`src/rtl/mux_scan.sv`:
```
// mux_scan: registered channel selector with a direct (sel/load) mode and an
// auto-scan mode that walks every channel in order, behind a valid/ready slot.
//
// Ports:
//   clk        rising-edge clock
//   rst        asynchronous active-high reset
//   in_bus     CHANNELS packed channels, channel k at [k*WIDTH +: WIDTH]
//   sel        channel select used in direct mode
//   mode       0 = direct, 1 = scan
//   load       capture request in direct mode
//   out_ready  consumer accepts f/ch this cycle
//   f          registered selected data
//   ch         channel index that produced f
//   out_valid  f/ch hold an unconsumed result
//   sel_err    last direct capture used sel >= CHANNELS
//   scan_done  one-cycle pulse with the capture of channel CHANNELS-1
module mux_scan #(
  parameter int unsigned WIDTH    = 4,
  parameter int unsigned CHANNELS = 8,
  parameter int unsigned SEL_W    = 3
) (
  input  logic                      clk,
  input  logic                      rst,
  input  logic [CHANNELS*WIDTH-1:0] in_bus,
  input  logic [SEL_W-1:0]          sel,
  input  logic                      mode,
  input  logic                      load,
  input  logic                      out_ready,
  output logic [WIDTH-1:0]          f,
  output logic [SEL_W-1:0]          ch,
  output logic                      out_valid,
  output logic                      sel_err,
  output logic                      scan_done
);

  typedef enum logic [1:0] {
    IDLE   = 2'd0,
    DIRECT = 2'd1,
    SCAN   = 2'd2
  } state_t;

  localparam logic [SEL_W-1:0] LAST_CH = SEL_W'(CHANNELS - 1);

  state_t           state;
  logic [SEL_W-1:0] ptr;
  logic [WIDTH-1:0] sel_data;
  logic [WIDTH-1:0] ptr_data;
  logic             sel_ok;
  logic             slot_free;

  // Channel muxes; out-of-range selects fall through to zero.
  always_comb begin
    sel_data = '0;
    ptr_data = '0;
    for (int unsigned k = 0; k < CHANNELS; k++) begin
      if (sel == SEL_W'(k)) sel_data = in_bus[k*WIDTH +: WIDTH];
      if (ptr == SEL_W'(k)) ptr_data = in_bus[k*WIDTH +: WIDTH];
    end
  end

  assign sel_ok    = 32'(sel) < CHANNELS;
  assign slot_free = !out_valid || out_ready;

  // Mode FSM plus output slot. Captures are decided by the current state, so
  // the first edge out of IDLE only picks the mode and never captures.
  always_ff @(posedge clk or posedge rst) begin
    if (rst) begin
      state     <= IDLE;
      ptr       <= '0;
      f         <= '0;
      ch        <= '0;
      out_valid <= 1'b0;
      sel_err   <= 1'b0;
      scan_done <= 1'b0;
    end else begin
      state     <= mode ? SCAN : DIRECT;
      scan_done <= 1'b0;
      // Consumption clears the slot; a capture below on the same edge wins.
      if (out_valid && out_ready) out_valid <= 1'b0;

      case (state)
        DIRECT: begin
          ptr <= '0;
          if (load && slot_free) begin
            f         <= sel_ok ? sel_data : '0;
            ch        <= sel;
            out_valid <= 1'b1;
            sel_err   <= !sel_ok;
          end
        end
        SCAN: begin
          if (slot_free) begin
            f         <= ptr_data;
            ch        <= ptr;
            out_valid <= 1'b1;
            sel_err   <= 1'b0;
            scan_done <= (ptr == LAST_CH);
            ptr       <= (ptr == LAST_CH) ? '0 : ptr + SEL_W'(1);
          end
        end
        default: begin
          ptr <= '0;
        end
      endcase
    end
  end

endmodule

```
`config.mk`:
```
export PLATFORM = sky130hd
export DESIGN_NAME = mux_scan
export DESIGN_NICKNAME = d
export VERILOG_FILES = /design/src/rtl/mux_scan.sv
export SDC_FILE = /design/constraint.sdc
export NUM_CORES = 1
export LEC_CHECK = 0
export ABC_AREA = 0
export CORE_MARGIN = 4
export CORE_UTILIZATION = 40
export DETAILED_ROUTE_END_ITERATION = 10
export PLACE_DENSITY = 0.73
export REMOVE_ABC_BUFFERS = 1
export SYNTH_ARGS = -nofsm -noshare
export SYNTH_HDL_FRONTEND = slang
export SYNTH_SLANG_ARGS = --single-unit
```
`constraint.sdc`:
```
create_clock -name clk -period 4.82 [get_ports clk]
set_clock_uncertainty 0.15 [all_clocks]
set_input_delay 0.964 -clock clk [delete_from_list [all_inputs] [get_ports clk]]
set_output_delay 0.964 -clock clk [all_outputs]
set_load 0.02 [all_outputs]
```
==> Yosys cells after proc, flatten, opt, wreduce, memory -nomap -nowiden <==
Index checks and enable logic that the tools add are counted.
{ "totals": {"reg_bits": 15, "inputBits": 40, "output_inout_bits": 10, "wordCells": 69} }
{ "classes": {"addsub": 1, "n_eq_ne": 18, "mux": 35, "reduce_logical": 8} }
{ "op_table": {"columns": ["cell", "n"], "rows": [
  ["two-way mux 4 bit", 18],
  ["equality test 3 bit, second input constant", 8],
  ["two-way mux 3 bit", 5],
  ["equality test 3 x 2 -> 1 bit, second input constant", 4],
  ["one-hot mux 4 bit (2 select lines)", 1],
  ["two-way mux 1 bit", 7],
  ["equality test 3 x 1 -> 1 bit, second input constant", 2],
  ["zero test 3 bit", 2],
  ["one-hot mux 3 bit (2 select lines)", 1],
  ["inequality test 2 bit, second input constant", 2],
  ["one-hot mux 1 bit (2 select lines)", 2],
  ["adder 3 x 1 -> 3 bit, second input constant", 1],
  ["AND reduction 3 bit", 1],
  ["equality test 2 x 1 -> 1 bit, second input constant", 1],
  ["equality test 2 bit, second input constant", 1],
  ["logical AND 1 bit", 2],
  ["two-way mux 2 bit", 1],
  ["nonzero test 2 bit", 1],
  ["zero test 1 bit", 1],
  ["logical OR 1 bit", 1]
]} }

==> Depth between registers and ports, before layout <==
{ "depth": {"ltp_word": 11, "depth_mapped": 9, "depth_no_buf": 7} }

==> Worst setup path before layout <==
No wires, ideal clock.
{ "synth_timing": {"kind": "in2reg", "start": "input sel[0]", "end": "register f[2]", "setup_ns": 0.122, "arrival_ns": 2.055, "required_time_ns": 4.548, "path_slack_ns": 2.493, "path_stages": 4, "n_path_buf": 1, "path_cell_list": "buf_4 mux4_2 mux2_2 a32o_1"} }
{ "synth_between": {"elab_chain_cells": 11, "word_cells_on_any_way": 18, "classes_between": "7 x eq/ne; 10 x mux; 1 x reduce/logical"} }
{ "synth_lines": {"columns": ["element", "line", "source"], "rows": [
  ["start: declaration", "25", "input logic [SEL_W-1:0] sel,"],
  ["zero test 3 bit", "56", "if (sel == SEL_W'(k)) sel_data = in_bus[k*WIDTH +: WIDTH];"],
  ["two-way mux 4 bit (7 in series)", "56", null],
  ["two-way mux 4 bit (*)", "56", null],
  ["two-way mux 4 bit (*)", "84", "if (load && slot_free) begin"],
  ["one-hot mux 4 bit (2 select lines) (*)", "81", "case (state)"],
  ["end signal: assignment", "85", "f <= sel_ok ? sel_data : '0;"],
  ["end signal: assignment", "93", "f <= ptr_data;"],
  ["end: declaration", "29", "output logic [WIDTH-1:0] f,"]
]} }
Every way passes the cells marked *; elsewhere a longest branch is shown, timed or not. The select of a mux whose other input is x is not followed.
A chain may end at the register's enable or synchronous reset.

==> Final worst setup path <==
Same ends and word-level chain as after synthesis.

==> results.toml <==
[power_and_ir_drop]
switchingPower_uw = 134.1
peakVddDrop_v = 0.0002108
p_per_area_mw_per_mm2 = 205.5
switching_share = 0.3409
combinationalPowerShare = 0.460
power.share.clock = 0.163
seqPwrFrac = 0.377
p_leak_uw = 0.0007922
internal-power_uw = 259.3

[cts]
cts_root_buf = "clkbuf_4"
clock-sinks = 14
ctsHoldBuffers = 0
ctsLongestPathBuffers = 2
tritoncts = "done"
clk-insertion-delay-late_ps = 270
cts_max_level = 1
post_cts_buffers = 0
cts_resized = 0
cts_made_buffers = 3
cts.clk_slew.worst_paths_ps = 80

[critical_path]
r2r_slack_ps = 2320
slowest_delay_ps = 960
worstPathCellList = "clkdlybuf4s50_1 -> mux4_2 -> mux2_2 -> a32o_1"
reg2regPathDepth = 6
crit_path_start_kind = "primary input"
end_kind = "register"
path_class = "in2reg"
path_max_fanout = 20
cp-startpoint = "sel[0]"
cp_data_required_time_ps = 4840
r2r-end = "f[0]"
r2r_start = "ptr[2]"
critPathSlowestCell = "clkdlybuf4s50_1"
cp-endpoint = "f[2]"
crit_arrival_ps = 2990

[global_route]
overflow = 0
grt.total_usage = 0.1747
grt_pass1_vias = 1343
antenna_found_initial = 0
grt_pass1_wl_mm = 6.099
grt_start_max_net_pins = 21

[yosys]
synth.ff_latch_count = 14
netlist_area_mm2 = 0.001410
avgSynthCellArea_um2 = 7.834
synthCells = 180
async_flop_share = 1.000
synth_edf_count = 0
ys.flop_type = "dfrtp_1"
ys_types = 43
yosys_warnings = 0
yosysSeqAreaShare = 0.2484

[run_status]
status = "finished clean"

[final_layout]
post-route-util = 0.5692
antenna_cells = 0
fillers = 352
syn_to_final_growth_pct = 35.76
final_cell_area_mm2 = 0.001914
drive_gt1_frac = 0.05023
fin_nets = 269

[sta]
fmax_mhz = 336.1
setup_viol = 0
setup_ws_ps = 1844
rsz0062_at_grt = "no"
tightest_slew_ps = 753.5
fin_crit_sh = 0.6173
hold_viol = 0
finalMaxSlewViolations = 0
fin_crit_ps = 2976
tns_ps = 0
slew_headroom = 0.4961

[floorplanning]
fp.dieArea_mm2 = 0.004539
start_util = 0.4193
die_width_um = 67.38
fp-row-count = 21
die_h_um = 67.38
ios = 50
core_mm2 = 0.003363

[route]
vias_per_cell = 5.525
num_vias = 1464
dr.first_iter.drc_count = 90
wl_per_cell_um = 14.63
postRouteAntennaNets = 0
drtPass1Iterations = 4
wl_mm = 3.878
drc = 0

[min_path]
hold_path_class = "reg2reg"

[place]
dp_slack_ps = 1556
place_area_mm2 = 0.001892
dp_hpwl_mm = 2.921
gp_congestion = 0.9054
numPortBuffers = 48

[run]
maxCapViolations = 0
[synth_stat cells (3+ instances only)]
cell type | instances | area [µm²]
o21ai_0 | 17 | 85.08
nor2_1 | 12 | 45.04
nand3_1 | 5 | 25.02
ha_1 | 8 | 100.1
mux2i_1 | 9 | 90.09
buf_2 | 6 | 30.03
nor2b_1 | 7 | 43.79
a21oi_1 | 15 | 75.07
inv_1 | 15 | 56.30
dfrtp_1 | 14 | 350.3
nor3_1 | 4 | 20.02
nand2b_1 | 3 | 18.77
nand2_1 | 20 | 75.07
a2111oi_0 | 3 | 26.28
clkbuf_1 | 4 | 15.01
[routing by layer]
metal,part of all wire,track usage,up-vias,wire [µm]
met5,0,0,-,0
met4,0,0.01013,0,0
met3,0.086,0.03328,0,332
met2,0.48,0.2994,65,1880
met1,0.43,0.2387,676,1665
li1,-,-,723,-
[power groups by stage]
stage               logic [µW]  clock network, µW  registers [µW]
floorplan                 72.8                  0             167
global placement           180                  0             150
detailed placement         181                  0             151
CTS                        182               67.4             149
global route               198               73.5             151
finish                     181               63.9             148
[critical path, delay by kind of cell]
family / cells / cell delay (ps)
buffers and inverters: 1 / 960
AOI/OAI and AO/OA: 1 / 210
muxes: 2 / 850
[placed cells by master (no fill, tap or decap), types with 3 or more instances in the layout]
cell	netlist	routed
dfrtp_1	14	14
clkdlybuf4s50_1	0	48
o21ai_0	17	17
nor2b_1	7	7
nand3_1	5	5
inv_1	15	15
nand2b_1	3	3
nor3_1	4	4
ha_1	8	8
clkbuf_4	0	3
nor2_1	12	12
nand2_1	20	20
a21oi_1	15	15
a2111oi_0	3	3
mux2i_1	9	9
[stage by stage]
stage	hold WS (ps)	cells	total power, µW
after floorplan	395.1	167	240.0
final	385.3	265	393.3
after global placement	363.3	262	330.7
after CTS	390.3	265	398.1
after global routing	415.6	265	422.9
after detailed placement	372.8	262	331.8
[flip-flops by register name (all words and copies together), names as in the netlist]
register and count:
f 4, ptr 3, state 2, ch 3, scan_done 1, out_valid 1
[cell type report]
class | count | area [µm²] | share of cell area
multi-input cells | 138 | 939.7 | 0.4908
well taps | 46 | 57.56 | 0.03007
repair buffers | 49 | 488.0 | 0.2549
flip-flops and latches | 14 | 350.3 | 0.1830
inverters | 15 | 56.30 | 0.02941
clock buffers | 3 | 22.52 | 0.01176
[worst min-delay path by stage]
| stage | end | cells after the start | from | slack (ps) |
|---|---|---|---|---|
| global route | ch[1] | 2 | ch[1] | 420 |
| CTS | ch[2] | 2 | ch[2] | 390 |
| detailed placement | ch[2] | 2 | ch[2] | 370 |
| global placement | ch[2] | 2 | ch[2] | 360 |
| finish | ch[2] | 2 | ch[2] | 390 |
| floorplan | out_valid | 2 | state[1] | 400 |
[cells by family (layout without fill, tap and decap cells)]
| kind of cell | count (synthesis) | count (layout) | share of synthesized area |
|---|---|---|---|
| and+or+nand+nor | 59 | 59 | 0.2085 |
| AOI/OAI and AO/OA | 58 | 58 | 0.2804 |
| muxes | 12 | 12 | 0.1038 |
| other | 1 | 1 | 0.002659 |
| DFF | 14 | 14 | 0.2485 |
| buffers and inverters | 28 | 67 | 0.08517 |
| adders and majority gates | 8 | 8 | 0.07099 |
No activity file was read; power rests on OpenSTA's default activity.
